--- src/rtl/tone_arbiter.sv ---
// Four-requester tone arbiter: fixed priority (index 3 highest), PLAY for dur ms, then GAP_MS ms of silence.
// Define TONE_ARB_PREEMPT_EN to let a higher-index request preempt the current owner in PLAY or GAP.
module tone_arbiter #(
    parameter int GAP_MS = 20
) (
    input  logic        clk,
    input  logic        rst,
    input  logic [15:0] ticks_per_milli,
    input  logic [3:0]  req,
    input  logic [39:0] req_freq,
    input  logic [39:0] req_dur,
    output logic [3:0]  grant,
    output logic [3:0]  done,
    output logic [3:0]  abort,
    output logic [9:0]  freq_out,
    output logic        busy
);

    typedef enum logic [1:0] {
        S_IDLE = 2'd0,
        S_PLAY = 2'd1,
        S_GAP  = 2'd2
    } state_t;

    localparam logic [15:0] GAP_LEN = 16'(GAP_MS);
    localparam logic        GAP_EN  = (GAP_MS != 0);

    state_t      r_state;
    state_t      w_state_nxt;
    logic [15:0] r_tick;
    logic [15:0] r_ms;
    logic [1:0]  r_owner;
    logic [9:0]  r_freq;
    logic [9:0]  r_dur;
    logic [3:0]  r_grant;
    logic [3:0]  r_done;
    logic [3:0]  r_abort;
    logic [9:0]  r_freq_out;
    logic        r_busy;

    logic        w_any;
    logic [1:0]  w_pick;
    logic [9:0]  w_sel_freq;
    logic [9:0]  w_sel_dur;
    logic        w_strobe;
    logic [15:0] w_ms_inc;
    logic        w_play_end;
    logic        w_gap_end;
    logic        w_preempt;
    logic        w_load;
    logic [3:0]  w_grant_nxt;
    logic [3:0]  w_done_nxt;
    logic [3:0]  w_abort_nxt;
    logic [9:0]  w_freq_nxt;
    logic        w_busy_nxt;

    function automatic logic [1:0] f_pick(input logic [3:0] r);
        logic [1:0] idx;
        if (r[3]) begin
            idx = 2'd3;
        end else if (r[2]) begin
            idx = 2'd2;
        end else if (r[1]) begin
            idx = 2'd1;
        end else begin
            idx = 2'd0;
        end
        return idx;
    endfunction

    function automatic logic [3:0] f_onehot(input logic [1:0] idx);
        return 4'b0001 << idx;
    endfunction

    assign w_any      = |req;
    assign w_pick     = f_pick(req);
    assign w_strobe   = (r_tick == ticks_per_milli);
    assign w_ms_inc   = r_ms + 16'd1;
    assign w_play_end = (r_state == S_PLAY) && w_strobe && (w_ms_inc == {6'd0, r_dur});
    assign w_gap_end  = (r_state == S_GAP) && w_strobe && (w_ms_inc == GAP_LEN);

`ifdef TONE_ARB_PREEMPT_EN
    assign w_preempt = (r_state != S_IDLE) && w_any && (w_pick > r_owner);
`else
    assign w_preempt = 1'b0;
`endif

    assign w_load = ((r_state == S_IDLE) && w_any) || w_preempt;

    // Select the winning requester's frequency and duration fields
    always_comb begin
        w_sel_freq = 10'd0;
        w_sel_dur  = 10'd0;
        case (w_pick)
            2'd0:    begin w_sel_freq = req_freq[9:0];   w_sel_dur = req_dur[9:0];   end
            2'd1:    begin w_sel_freq = req_freq[19:10]; w_sel_dur = req_dur[19:10]; end
            2'd2:    begin w_sel_freq = req_freq[29:20]; w_sel_dur = req_dur[29:20]; end
            2'd3:    begin w_sel_freq = req_freq[39:30]; w_sel_dur = req_dur[39:30]; end
            default: begin w_sel_freq = 10'd0;           w_sel_dur = 10'd0;          end
        endcase
    end

    // State register
    always_ff @(posedge clk or negedge rst) begin
        if (!rst) begin
            r_state <= S_IDLE;
        end else begin
            r_state <= w_state_nxt;
        end
    end

    // Next-state logic; preemption outranks a coincident tone or gap end
    always_comb begin
        w_state_nxt = r_state;
        case (r_state)
            S_IDLE: begin
                if (w_any) begin
                    w_state_nxt = S_PLAY;
                end else begin
                    w_state_nxt = S_IDLE;
                end
            end
            S_PLAY: begin
                if (w_preempt) begin
                    w_state_nxt = S_PLAY;
                end else if (w_play_end) begin
                    w_state_nxt = GAP_EN ? S_GAP : S_IDLE;
                end else begin
                    w_state_nxt = S_PLAY;
                end
            end
            S_GAP: begin
                if (w_preempt) begin
                    w_state_nxt = S_PLAY;
                end else if (w_gap_end) begin
                    w_state_nxt = S_IDLE;
                end else begin
                    w_state_nxt = S_GAP;
                end
            end
            default: w_state_nxt = S_IDLE;
        endcase
    end

    // Output values for the cycle after this edge; sound starts in the grant cycle
    always_comb begin
        w_grant_nxt = 4'd0;
        w_done_nxt  = 4'd0;
        w_abort_nxt = 4'd0;
        w_freq_nxt  = 10'd0;
        w_busy_nxt  = (w_state_nxt != S_IDLE);
        if (w_load) begin
            w_grant_nxt = f_onehot(w_pick);
            w_freq_nxt  = w_sel_freq;
        end else if (w_state_nxt == S_PLAY) begin
            w_freq_nxt  = r_freq;
        end else begin
            w_freq_nxt  = 10'd0;
        end
        if (w_preempt) begin
            w_abort_nxt = f_onehot(r_owner);
        end else if (w_play_end) begin
            w_done_nxt  = f_onehot(r_owner);
        end else begin
            w_abort_nxt = 4'd0;
            w_done_nxt  = 4'd0;
        end
    end

    // Output registers
    always_ff @(posedge clk or negedge rst) begin
        if (!rst) begin
            r_grant    <= 4'd0;
            r_done     <= 4'd0;
            r_abort    <= 4'd0;
            r_freq_out <= 10'd0;
            r_busy     <= 1'b0;
        end else begin
            r_grant    <= w_grant_nxt;
            r_done     <= w_done_nxt;
            r_abort    <= w_abort_nxt;
            r_freq_out <= w_freq_nxt;
            r_busy     <= w_busy_nxt;
        end
    end

    // Tick and ms counters restart at every grant and phase change, idle at zero
    always_ff @(posedge clk or negedge rst) begin
        if (!rst) begin
            r_tick <= 16'd0;
            r_ms   <= 16'd0;
        end else if (w_load || (r_state == S_IDLE) || w_play_end || w_gap_end) begin
            r_tick <= 16'd0;
            r_ms   <= 16'd0;
        end else if (w_strobe) begin
            r_tick <= 16'd0;
            r_ms   <= w_ms_inc;
        end else begin
            r_tick <= r_tick + 16'd1;
        end
    end

    // Owner and tone parameters latched at acceptance; dur=0 plays as 1 ms
    always_ff @(posedge clk or negedge rst) begin
        if (!rst) begin
            r_owner <= 2'd0;
            r_freq  <= 10'd0;
            r_dur   <= 10'd0;
        end else if (w_load) begin
            r_owner <= w_pick;
            r_freq  <= w_sel_freq;
            r_dur   <= (w_sel_dur == 10'd0) ? 10'd1 : w_sel_dur;
        end else begin
            r_owner <= r_owner;
            r_freq  <= r_freq;
            r_dur   <= r_dur;
        end
    end

    assign grant    = r_grant;
    assign done     = r_done;
    assign abort    = r_abort;
    assign freq_out = r_freq_out;
    assign busy     = r_busy;

endmodule
--- config.mk ---
export PLATFORM = sky130hd
export DESIGN_NAME = tone_arbiter
export DESIGN_NICKNAME = d
export VERILOG_FILES = /design/src/rtl/tone_arbiter.sv
export SDC_FILE = /design/constraint.sdc
export NUM_CORES = 1
export LEC_CHECK = 0
export BUFFER_PORTS_ARGS = -buffer_cell sky130_fd_sc_hd__buf_2
export CELL_PAD_IN_SITES_DETAIL_PLACEMENT = 1
export CELL_PAD_IN_SITES_GLOBAL_PLACEMENT = 2
export CORE_UTILIZATION = 25
export DETAILED_ROUTE_END_ITERATION = 8
export GPL_ROUTABILITY_DRIVEN = 0
export PLACE_DENSITY = 0.74
export SETUP_SLACK_MARGIN = 0.5
export SYNTH_ARGS = -nofsm -noshare
export SYNTH_HDL_FRONTEND = slang
export SYNTH_SLANG_ARGS = --single-unit
export TNS_END_PERCENT = 5
--- constraint.sdc ---
create_clock -name clk -period 3.3 [get_ports clk]
set_clock_uncertainty 0.1 [all_clocks]
set_input_delay 0 -clock clk [delete_from_list [all_inputs] [get_ports clk]]
set_output_delay 0 -clock clk [all_outputs]
set_load 0.1 [all_outputs]
# Word level (Yosys, flattened, before mapping)
# Index checks and enable logic that the tools add are counted.
# totals
ff_bits	75
output_inout_bits	23
wordCells	55
# op_classes
mux	18
n_eq_ne	9
add_sub_neg	2
shifts	2
n_reduce_logical	14
# op_table
cell	count
$pmux W10 S4	2
$mux W16	4
$add A16 B1 Y16 const B	2
$mux W10	3
$eq A16 B10 Y1	1
$eq A16 B16 Y1	1
$eq A16 B5 Y1 const B	1
$logic_not A10 Y1	1
$mux W2	4
$mux W4	2
$shl A1 B2 Y4 const A	2
$eq A2 B1 Y1 const B	3
$eq A2 B2 Y1 const B	3
$pmux W2 S3	1
$logic_and A1 B1 Y1	5
$logic_not A2 Y1	2
$reduce_bool A2 Y1	2
$reduce_or A4 Y1	1
$logic_or A1 B1 Y1	3
$mux W1	2

# Longest topological paths before layout
# Gate-level depths: netlist (run 1).
# depth
word_depth	8
ltp_mapped	10
ltp_nobuf	8

# Least setup slack after synthesis (run 1)
# OpenSTA, ideal clock, no wires.
# synth_path
path_type	flip-flop to flip-flop
startpoint	register r_ms[1]
endpoint	register r_ms[0]
slack_ps	936
t_required_ps	3077
path_stages_with_launch	11
synth_period_minus_slack_ps	2364
arrival_ps	2141
setup_time_ps	123
path_cell_list	dfrtp_1 > ha_1 > buf_2 > a211o_1 > o21ai_0 > nand3_1 > a2111oi_2 > a21oi_2 > o22ai_4 > buf_12 > nor2_4
# synth_between
elab_chain_cells	6
# synth_rtl
item	line	text
start, declared	31	logic [15:0] r_ms;
start signal, assigned	197	r_ms <= w_ms_inc;
$add A16 B1 Y16 *	78	assign w_ms_inc = r_ms + 16'd1;
$eq A16 B10 Y1	79	assign w_play_end = (r_state == S_PLAY) && w_strobe && (w_ms_inc == {6'd0, r_dur});
$logic_and A1 B1 Y1	79	
$logic_or A1 B1 Y1	192	end else if (w_load || (r_state == S_IDLE) || w_play_end || w_gap_end) begin
$logic_or A1 B1 Y1 *	192	
$mux W16 / $reduce_bool A2 Y1 (equally long branches)	--	
# Every way passes the cells marked *; elsewhere a longest branch is shown, timed or not.
# A chain may end at the register's enable or synchronous reset.

# Worst setup path after layout (run 1)
# layout_path
startpoint	register r_ms[0]
endpoint	register r_ms[7]
# layout_between
elab_chain_cells	6
# layout_rtl
item	line
$add A16 B1 Y16 *	78
$eq A16 B10 Y1	79
$logic_and A1 B1 Y1	79
$logic_or A1 B1 Y1 (2 in series)	192
$mux W16 / $reduce_bool A2 Y1 (equally long branches)	--
# Every way passes the cells marked *; elsewhere a longest branch is shown, timed or not. The select of a mux whose other input is x is not followed.

==> metrics, run 1 <==
slowest CP cell=dfrtp_2; Worst setup SP type=register; largest net degree at the start of global routing=76; layout cell share with drive strength beyond 1=0.275; PwrDens=around 470 mW/mm2; worst path cell trace=ha_4 > nand3_1 > nor3_2 > or4_4 > a211oi_2 > nand2_2 > o22ai_4 > buf_6 > nor2_1; Area Growth Syn to Fin=30.7%; Synth area leaders=dfrtp_1 (41%), xnor2_1 (6.3%), xor2_1 (5.1%); Cell variety after synth=69; vias in the first global route=between 4,000 and 5,000; Mean Syn Cell Area=just over 9 um2; Final nets=740; wire per inst=14.9 um; worst-path fanout max=16; H-tree depth=3; WL final=around 13 mm; Detailed Route Iter0 Violations=98; HP Start=req_dur[25]; drt first pass iters=4; share of flip-flops with an asynchronous set or reset=1.00; Chip Height=138 um; worst slew pin tran=952 ps; gr ovfl total=0; cell taking the most area after synthesis=dfrtp_1; row count=49; Synth Register Bits=75; clock buffer count from CTS=9; Hold Path Cell Cnt=5; initial antenna violation count=0; post-synth top area share=0.406; Req. time, crit path=3410 ps; setup TNS=0 ps; final setup vio count=0; Total GRT Usage=0.141; Die Span X=138 um; crit share post-route=0.791; clock buffer depth=2; worst hold endpoint=r_dur[5]; crit path time final=2610 ps; RSZ-0062 raised after global routing=no; commonest cells after routing, fill and taps aside=buf_2 (119), dfrtp_1 (73), nand2_1 (53), nor2_1 (39), dlygate4sd3_1 (35); Arr. time, crit path=2720 ps; commonest register cell after synthesis=dfrtp_1; YS warnings=0; DR vias/cell=4.65; core area=0.0180 mm2; clock sink count=75; post-route insts no fill=slightly below 900; Mapped Cells=496; CTS tree=done; drt drc=0; # IOs=125; Leakage=0.00277 uW; Inst Count DP=817; post-route ant nets=0; Max Clk Rate=383 MHz; reg2reg path depth=9; Worst Setup End Kind=register; die area=0.0190 mm2; number of diodes=0; DP Wirelength=9.69 mm; sequential area share after synthesis=0.406; maximum vdd drop=about 260 uV; crit path launch=r_ms[0]; global-route wire length before repair=21.7 mm; Setup CP Type=reg -> reg; Slew HR=0.366; class of the worst hold path=in -> reg; Max-Cap Viols=0; FF-to-FF End=r_ms[7]; commonest non-fill, non-tap cell in the layout=buf_2; Netlist Area Pre-Place=around 0.0046 mm2; worst reg2reg startpoint=r_ms[0]; clock slew at reported path FFs=60 ps; status=finished, final reports clean; Hold Fails Final Rpt=0; clock latency on the worst-skew pair=340 ps; initial core utilization=0.257; final max-slew violation count=0; via count=4,039; CTS root buf=clkbuf_16; critical path's largest stage delay=480 ps; FF-to-FF setup slack=690 ps; EDFF count, synth=0; port bufs=120
-- metrics by stage --
step / worst slack (ps) / area (um2) / power, uW / hold WS, ps / utilization
finish: 690 / 6050 / 2860 / 11.1 / 0.335
global route: 520 / 6050 / 3000 / 48.4 / 0.335
global placement: 364 / 5340 / 1840 / 91.5 / 0.296
floorplan: 936 / 4640 / 1660 / -396 / -
detailed placement: 191 / 5340 / 1860 / 116 / 0.296
CTS: 450 / 6020 / 2900 / 14.2 / 0.334
-- state kept, by name, indices dropped and copies added (netlist names) --
| register | flops |
|---|---|
| r_ms | 16 |
| r_tick | 16 |
| freq_out | 10 |
| r_dur | 10 |
| r_freq | 10 |
| done | 4 |
| grant | 4 |
| r_owner | 2 |
| r_state | 2 |
| busy | 1 |
-- cells by family after synthesis --
kind of cell,count (synthesis),synth area share
XOR/XNOR,60,0.114
adder cells (fa/ha/maj),3,0.00812
buffers and inverters,55,0.0649
multiplexers,18,0.0392
other,1,0.000811
flip-flops,75,0.406
AND/OR/NAND/NOR,186,0.218
AO/OA/AOI/OAI,98,0.150
-- how the worst max path moves through the flow --
stage                  endpoint  slack (ps)  cells past startpoint
floorplan               r_ms[0]         940                     10
global placement           busy         360                      8
detailed placement  freq_out[4]         190                      8
CTS                     r_ms[5]         450                      9
global route            r_ms[6]         520                      9
finish                  r_ms[7]         690                      9
-- final cells by class --
type                            instances  area [um2]
Fill cell                            2170       12000
Inverter                               18        67.6
Clock inverter                          3        47.5
Sequential cell                        75        1880
Timing Repair Buffer                  162        1020
Clock buffer                           12         246
Tap cell                              229         287
Multi-Input combinational cell        369        2500
-- routing by layer --
layer	vias up	GRT usage	routed length, um
met4	0	0.0648	313
met1	1923	0.174	5870
li1	1994	-	-
met5	-	0	0
met2	103	0.237	6240
met3	19	0.0267	518
-- synthesized netlist by cell type (2+ instances only) --
cell      instances
dfrtp_1          75
nand2_1          53
nor2_1           39
xnor2_1          33
xor2_1           27
o21ai_0          26
nand3_1          18
inv_1            17
mux2i_1          17
clkbuf_1         15
a21oi_1          14
nand4_1          14
nor2b_1          13
a211oi_1         12
o22ai_1          11
nor2_4           10
o31ai_1          10
and3_1            9
buf_2             8
buf_4             6
buf_6             6
and4_1            3
ha_1              3
nor3_1            3
nor3b_1           3
o221ai_1          3
or3_1             3
a211o_1           2
and3_2            2
o211ai_1          2
-- critical path: cells and delay by family, from the launching register on --
kind	cells	cell delay [ps]
AO/OA/AOI/OAI	2	460
adder cells (fa/ha/maj)	1	230
buffers and inverters	1	290
flip-flops	1	480
AND/OR/NAND/NOR	5	910
-- where the power goes --
part / switching (uW) / total, uW / internal (uW)
Clock: 370 / 976 / 606
Sequential: 105 / 1140 / 1040
Combinational: 474 / 734 / 261
Total: 949 / 2860 / 1910
-- repair_timing --
action,4_1_cts,5_1_grt
gates resized for setup,2,6
endpoints found under the setup margin,28,31
hold buffers,35,0
pin swaps,1,0
buffers inserted,1,0
hold endpoints to repair,96,0
Power figures use the tool's default switching activity.
==> run 2: changes to the inputs <==
--- a/config.mk
+++ b/config.mk
@@ -11,7 +11,7 @@
 export CORE_UTILIZATION = 25
 export DETAILED_ROUTE_END_ITERATION = 8
 export GPL_ROUTABILITY_DRIVEN = 0
-export PLACE_DENSITY = 0.74
+export PLACE_DENSITY = 0.76
 export SETUP_SLACK_MARGIN = 0.5
 export SYNTH_ARGS = -nofsm -noshare
 export SYNTH_HDL_FRONTEND = slang
==> constraint.sdc (replaced) <==
create_clock -name clk -period 2.13 [get_ports clk]
set_clock_uncertainty 0.1 [all_clocks]
set_input_delay 0 -clock clk [delete_from_list [all_inputs] [get_ports clk]]
set_output_delay 0 -clock clk [all_outputs]
set_load 0.1 [all_outputs]
==> run 2 against run 1 <==
  * The flow now finishes with violations (setup timing)
  * Hold slack got worse by 2.7 ps
  * Worst setup slack got worse by 940 ps
  * Non-clock buffer count grew 63
  * Die area is the same
  * Final cell count up 7.4%
  * Flip-flop and latch count unchanged
  * Register-to-register slack got worse by 940 ps
  * Critical endpoint is now r_ms[12]
  * Highest routed layer unchanged
==> metrics, run 2 (synthesized netlist as in run 1, its figures left out) <==
number of diodes=0 (unchanged); Flop pwr share=0.375 (-0.026); wire per inst=15.3 um (+2.6%); clock buffer depth=2 (unchanged); drt drc=0 (unchanged); clock latency on the worst-skew pair=340 ps (about the same); WL final=14.3 mm (+10%); worst slew pin tran=859 ps (-92.8 ps); DP Wirelength=10.7 mm (+10%); final worst slack=-248 ps (-938 ps); failing checks=setup timing; Max-Cap Viols=0 (unchanged); clock slew at reported path FFs=60 ps (about the same); Chip Height=138 um (unchanged); layout cell share with drive strength beyond 1=0.391 (+0.116); gr ovfl total=0 (unchanged); worst-path fanout max=8 (-8); clock sink count=75 (unchanged); clock buffer count from CTS=9 (unchanged); vias in the first global route=4,717 (+8.0%); commonest non-fill, non-tap cell in the layout=buf_2; Switching Power=1570 uW (+65%); Clk pwr share=0.334 (-0.008); Regs by FF count=r_ms x16, r_tick x16; class of the worst hold path=in -> reg; Detailed Route Iter0 Violations=102 (+4.1%); core area=0.0180 mm2 (unchanged); PwrDens=684 mW/mm2 (+45%); Final nets=803 (+8.5%); Filler cells=2,124 (-2.1%); final setup vio count=33 (+33); Setup CP Type=reg -> reg; crit share post-route=1.12 (+0.326); row count=49 (unchanged); dpl cell area=0.00586 mm2 (+9.7%); Leakage=0.00313 uW (+13%); largest net degree at the start of global routing=67 (-12%); switch share=0.338 (+0.00532); Slew HR=0.427 (+0.0618); via count=4,363 (+8.0%); post-route ant nets=0 (unchanged); Req. time, crit path=2260 ps (-1150 ps); port bufs=120 (unchanged); area of the multi-input gates=0.00271 mm2 (+8.6%); RSZ-0062 raised after global routing=yes; Arr. time, crit path=2500 ps (-220 ps); # IOs=125 (unchanged); Worst Setup End Kind=register; final max-slew violation count=0 (unchanged); Max Clk Rate=421 MHz (+9.7%); Die Span X=138 um (unchanged); CTS root buf=clkbuf_16; Register Area=0.00188 mm2 (+0.13%); commonest cells after routing, fill and taps aside=buf_2 (119), dfrtp_1 (71), buf_4 (64), nand2_1 (52), dlygate4sd3_1 (34); maximum vdd drop=372 uV (+41%); DR vias/cell=4.68 (+0.60%); Internal=3070 uW (+61%); die area=0.0190 mm2 (unchanged); status=complete, but fails checks; Total GRT Usage=0.154 (+0.0131); crit path time final=2380 ps (-232 ps); Worst setup SP type=register; Comb pwr share=0.291 (+0.034); final design utilization=0.376 (+0.0409); drt first pass iters=4 (unchanged); global-route wire length before repair=23.5 mm (+8.3%); Design Area, Final=0.00678 mm2 (+12%); H-tree depth=3 (unchanged); Area Growth Syn to Fin=46.7%; initial core utilization=0.257 (unchanged); CTS tree=done; initial antenna violation count=0 (unchanged); Hold Fails Final Rpt=0 (unchanged)
run 2: changes by cell type in the layout (fill, tap and decap cells not counted), sizes merged:
cell,delta
buf,+63
clkinv,+2
dlygate4sd3,-1
run 2: final cells by class:
type / count / area share
Sequential cell: 75 / 0.277
Timing Repair Buffer: 225 / 0.226
Multi-Input combinational cell: 369 / 0.400
Inverter: 18 / 0.00996
Tap cell: 229 / 0.0422
Clock inverter: 5 / 0.00904
Clock buffer: 11 / 0.0358
run 2: power groups by stage:
stage                     registers (uW)  clock network, uW  logic (uW)
after floorplan                     2070                  0         498
after global placement              1750                  0        1210
after detailed placement            1760                  0        1250
after CTS                           1740               1610        1350
after global routing                1760               1650        1470
final                               1740               1550        1350
run 2: worst max-delay path: stages, from the launching register on:
cell and delay (ps):
dfrtp_2 470, ha_4 200, nand3_2 90, nor3_2 70
or4_4 440, a211oi_4 280, nand2_2 100, o22ai_4 210
clkbuf_16 240, nor2_4 50
run 2: worst paths after layout:
path | start | to | slack, ps | cells past startpoint
setup / recovery | r_ms[0] | r_ms[12] | -250 | 9
hold / removal | req_freq[23] | r_freq[3] | 8 | 3
setup reg to reg | r_ms[0] | r_ms[12] | -250 | 9
hold reg to reg | r_freq[8] | r_freq[8] | 380 | 2
max in group asynchronous | rst | r_freq[2] | 1030 | 3
min in group asynchronous | rst | r_tick[8] | 200 | 2
run 2: routing by layer:
metal / part of all wire / up-vias / wire length (um) / track usage
met4: 0.024 / 0 / 344 / 0.0711
met3: 0.036 / 19 / 520 / 0.0229
met2: 0.50 / 127 / 7120 / 0.265
met1: 0.44 / 2096 / 6290 / 0.189
met5: 0 / - / 0 / 0
li1: - / 2121 / - / -
run 2: metrics by stage:
stage	cells	hold slack [ps]	power, uW	setup WS (ps)	setup TNS (ps)
3_3_place_gp	877	52.7	2970	-357	-10080
4_1_cts	932	0.00963	4700	-240	-6940
5_1_grt	932	16.0	4880	-353	-9810
6_report	932	8.44	4640	-248	-6280
2_1_floorplan	499	-396	2570	-175	-3410
3_5_place_dp	877	67.4	3020	-483	-13980
run 2: what timing repair did:
item	4_1_cts	5_1_grt
pin swaps	31	21
setup buffers	4	0
resized for setup	39	12
hold buffers	34	0
gates cloned	1	0
endpoints found under the setup margin	55	59
hold endpoints to repair	84	0
==> run 3: changes to the inputs <==
--- a/config.mk
+++ b/config.mk
@@ -5,13 +5,14 @@
 export SDC_FILE = /design/constraint.sdc
 export NUM_CORES = 1
 export LEC_CHECK = 0
+export ABC_AREA = 1
 export BUFFER_PORTS_ARGS = -buffer_cell sky130_fd_sc_hd__buf_2
 export CELL_PAD_IN_SITES_DETAIL_PLACEMENT = 1
 export CELL_PAD_IN_SITES_GLOBAL_PLACEMENT = 2
 export CORE_UTILIZATION = 25
 export DETAILED_ROUTE_END_ITERATION = 8
 export GPL_ROUTABILITY_DRIVEN = 0
-export PLACE_DENSITY = 0.76
+export PLACE_DENSITY = 0.83
 export SETUP_SLACK_MARGIN = 0.5
 export SYNTH_ARGS = -nofsm -noshare
 export SYNTH_HDL_FRONTEND = slang
==> run 3 against run 2 <==
  * The run ends with hold timing, setup timing left
  * First-iteration DRC count increased by 46%
  * Utilization up 1.3 points
  * Register-to-register slack better by 240 ps
  * Hold slack got worse by 16 ps
  * Worst setup slack improved by 240 ps
  * Flip-flop and latch count is the same
  * Power up 2.3%
  * Die area grew 0.56%
  * Non-clock buffer count fell by 8
  * Final cell count is 22% higher
  * Critical endpoint is now r_ms[9]
  * Largest power group unchanged
==> metrics, run 3 <==
DR vias/cell=4.45 (-5.0%); commonest register cell after synthesis=dfrtp_1; number of diodes=0 (unchanged); Arr. time, crit path=2250 ps (-250 ps); port bufs=120 (unchanged); failing checks=hold timing, setup timing; most numerous cell in the Yosys netlist=nand2_1; global-route wire length before repair=25.6 mm (+8.8%); Hold Fails Final Rpt=1 (+1); YS warnings=0 (unchanged); drt drc=0 (unchanged); DP Wirelength=11.2 mm (+4.4%); Detailed Route Iter0 Violations=149 (+46%); sequential area share after synthesis=0.404 (-0.00229); via count=5,053 (+16%); CP dominant cell by count=nand2_1; drt first pass iters=4 (unchanged); Mapped Cells=692 (+40%); clock buffer depth=2 (unchanged); post-route ant nets=0 (unchanged); Slew HR=0.626 (+0.199); Req. time, crit path=2250 ps (about the same); Cell variety after synth=29 (-58%); initial antenna violation count=0 (unchanged); final setup vio count=2 (-94%); Mean Syn Cell Area=6.72 um2 (-28%); Worst setup SP type=register; final max-slew violation count=0 (unchanged); WL final=15.8 mm (+10%); final worst slack=-5.48 ps (+242 ps); slowest CP cell=dfrtp_2; largest net degree at the start of global routing=41 (-39%); Netlist Area Pre-Place=0.00465 mm2 (+0.57%); Max Clk Rate=468 MHz (+11%); worst slew pin tran=561 ps (-298 ps); initial core utilization=0.257 (+0.000583); Max-Cap Viols=0 (unchanged); clock latency on the worst-skew pair=340 ps (about the same); H-tree depth=3 (unchanged); share of flip-flops with an asynchronous set or reset=1.00 (unchanged); top cells by count, synth=nand2_1 (202), inv_1 (112), nor2_1 (101); clock buffer count from CTS=9 (unchanged); maximum vdd drop=376 uV (+1.0%); Synth area leaders=dfrtp_1 (40%), nand2_1 (16%), inv_1 (9.0%); Leakage=0.00350 uW (+12%); RSZ-0062 raised after global routing=yes; layout cell share with drive strength beyond 1=0.309 (-0.0825); worst path cell trace=ha_4 > nand2_4 > nor2_4 > nand3_1 > nand2_1 > nand2_1 > nor2_1 > nand2_1 > nor2_4 > nand3_4 > nand3b_4 > nor2_1; worst-path fanout max=8 (unchanged); row count=49 (unchanged); Area Growth Syn to Fin=51.5%; crit path time final=2140 ps (-242 ps); vias in the first global route=5,273 (+12%); Setup CP Type=reg -> reg; CTS root buf=clkbuf_16; EDFF count, synth=0 (unchanged); Synth Register Bits=75 (unchanged); class of the worst hold path=in -> reg; wire per inst=13.9 um (-9.4%); clock sink count=75 (unchanged); cell taking the most area after synthesis=dfrtp_1; Total GRT Usage=0.166 (+0.0118); crit share post-route=1.00 (-0.114); critical path's largest stage delay=430 ps (-40 ps); status=complete, but fails checks; overall power=4740 uW (+2.3%); PwrDens=673 mW/mm2 (-1.5%); Die Span X=138 um (+0.28%); commonest non-fill, non-tap cell in the layout=nand2_1; die area=0.0192 mm2 (+0.56%); commonest cells after routing, fill and taps aside=nand2_1 (185), buf_2 (119), inv_1 (107), nor2_1 (78), dfrtp_1 (69); Worst Setup End Kind=register; Chip Height=138 um (+0.28%); clock slew at reported path FFs=60 ps (about the same); gr ovfl total=0 (unchanged); CTS tree=done; core area=0.0181 mm2 (+0.34%); Regs by FF count=r_ms x16, r_tick x16; Worst Hold Margin=-7.51 ps (-16.0 ps); Final nets=1,007 (+25%); # IOs=125 (unchanged); post-synth top area share=0.404 (-0.00229)
==> run 3: where the power goes <==
part	total [uW]	internal (uW)	switching, uW
clock	1710	1070	639
sequential	1740	1610	130
combinational	1300	445	850
total	4740	3120	1620
==> run 3: timing repair <==
action / 4_1_cts / 5_1_grt
hold buffers: 43 / 0
endpoints found under the hold margin: 56 / 0
buffers inserted: 1 / 4
cloned: 2 / 0
gates resized for setup: 54 / 51
setup endpoints to repair: 58 / 68
pin swaps: 57 / 51
==> run 3: logic make-up (layout without fill, tap and decap cells) <==
family                   count (synthesis)  after routing  synth area share
AO/OA/AOI/OAI                           79             79            0.0877
flip-flops                              75             75             0.404
XOR/XNOR                                19             19            0.0358
adder cells (fa/ha/maj)                  3              3           0.00807
AND/OR/NAND/NOR                        380            382             0.346
buffers and inverters                  135            345             0.118
other                                    1              4          0.000806
==> run 3: layer usage <==
metal	vias to the layer above	GRT usage	part of all wire
li1	2568	-	-
met4	0	0.0426	0.015
met3	17	0.0326	0.042
met1	2351	0.205	0.45
met5	-	0	0
met2	117	0.293	0.50
==> run 3: layout make-up <==
type	count	area (um2)
well taps	229	287
inverters	112	428
clock buffers	10	239
clock inverters	6	95.1
flip-flops and latches	75	1880
fillers	2280	11000
multi-input cells	487	2610
repair buffers	217	1500
==> run 3: per-stage QoR <==
step / utilization / worst slack, ps / instance area (um2) / instances / setup TNS (ps)
after global placement: 0.323 / -80.4 / 5830 / 1070 / -1660
after global routing: 0.389 / -146 / 7040 / 1136 / -3300
after floorplan: - / 103 / 4680 / 695 / 0
after detailed placement: 0.323 / -158 / 5830 / 1070 / -3510
after CTS: 0.379 / -33.7 / 6850 / 1132 / -351
final: 0.389 / -5.48 / 7040 / 1136 / -7.50
==> run 3: worst paths after layout <==
| kind | from | end | slack [ps] | depth (start not counted) |
|---|---|---|---|---|
| hold reg to reg | r_owner[1] | done[1] | 370 | 1 |
| hold / removal | req_dur[16] | r_dur[6] | -8 | 5 |
| setup reg to reg | r_ms[0] | r_ms[9] | -5 | 12 |
| min in group asynchronous | rst | done[2] | 100 | 2 |
| max in group asynchronous | rst | r_ms[5] | 1170 | 3 |
| setup / recovery | r_ms[0] | r_ms[9] | -5 | 12 |
==> run 3: worst max-delay path: cells and delay by family (launching register included) <==
family / cells / cell delay, ps
simple gates: 11 / 1300
flops: 1 / 430
fa+ha+maj: 1 / 180
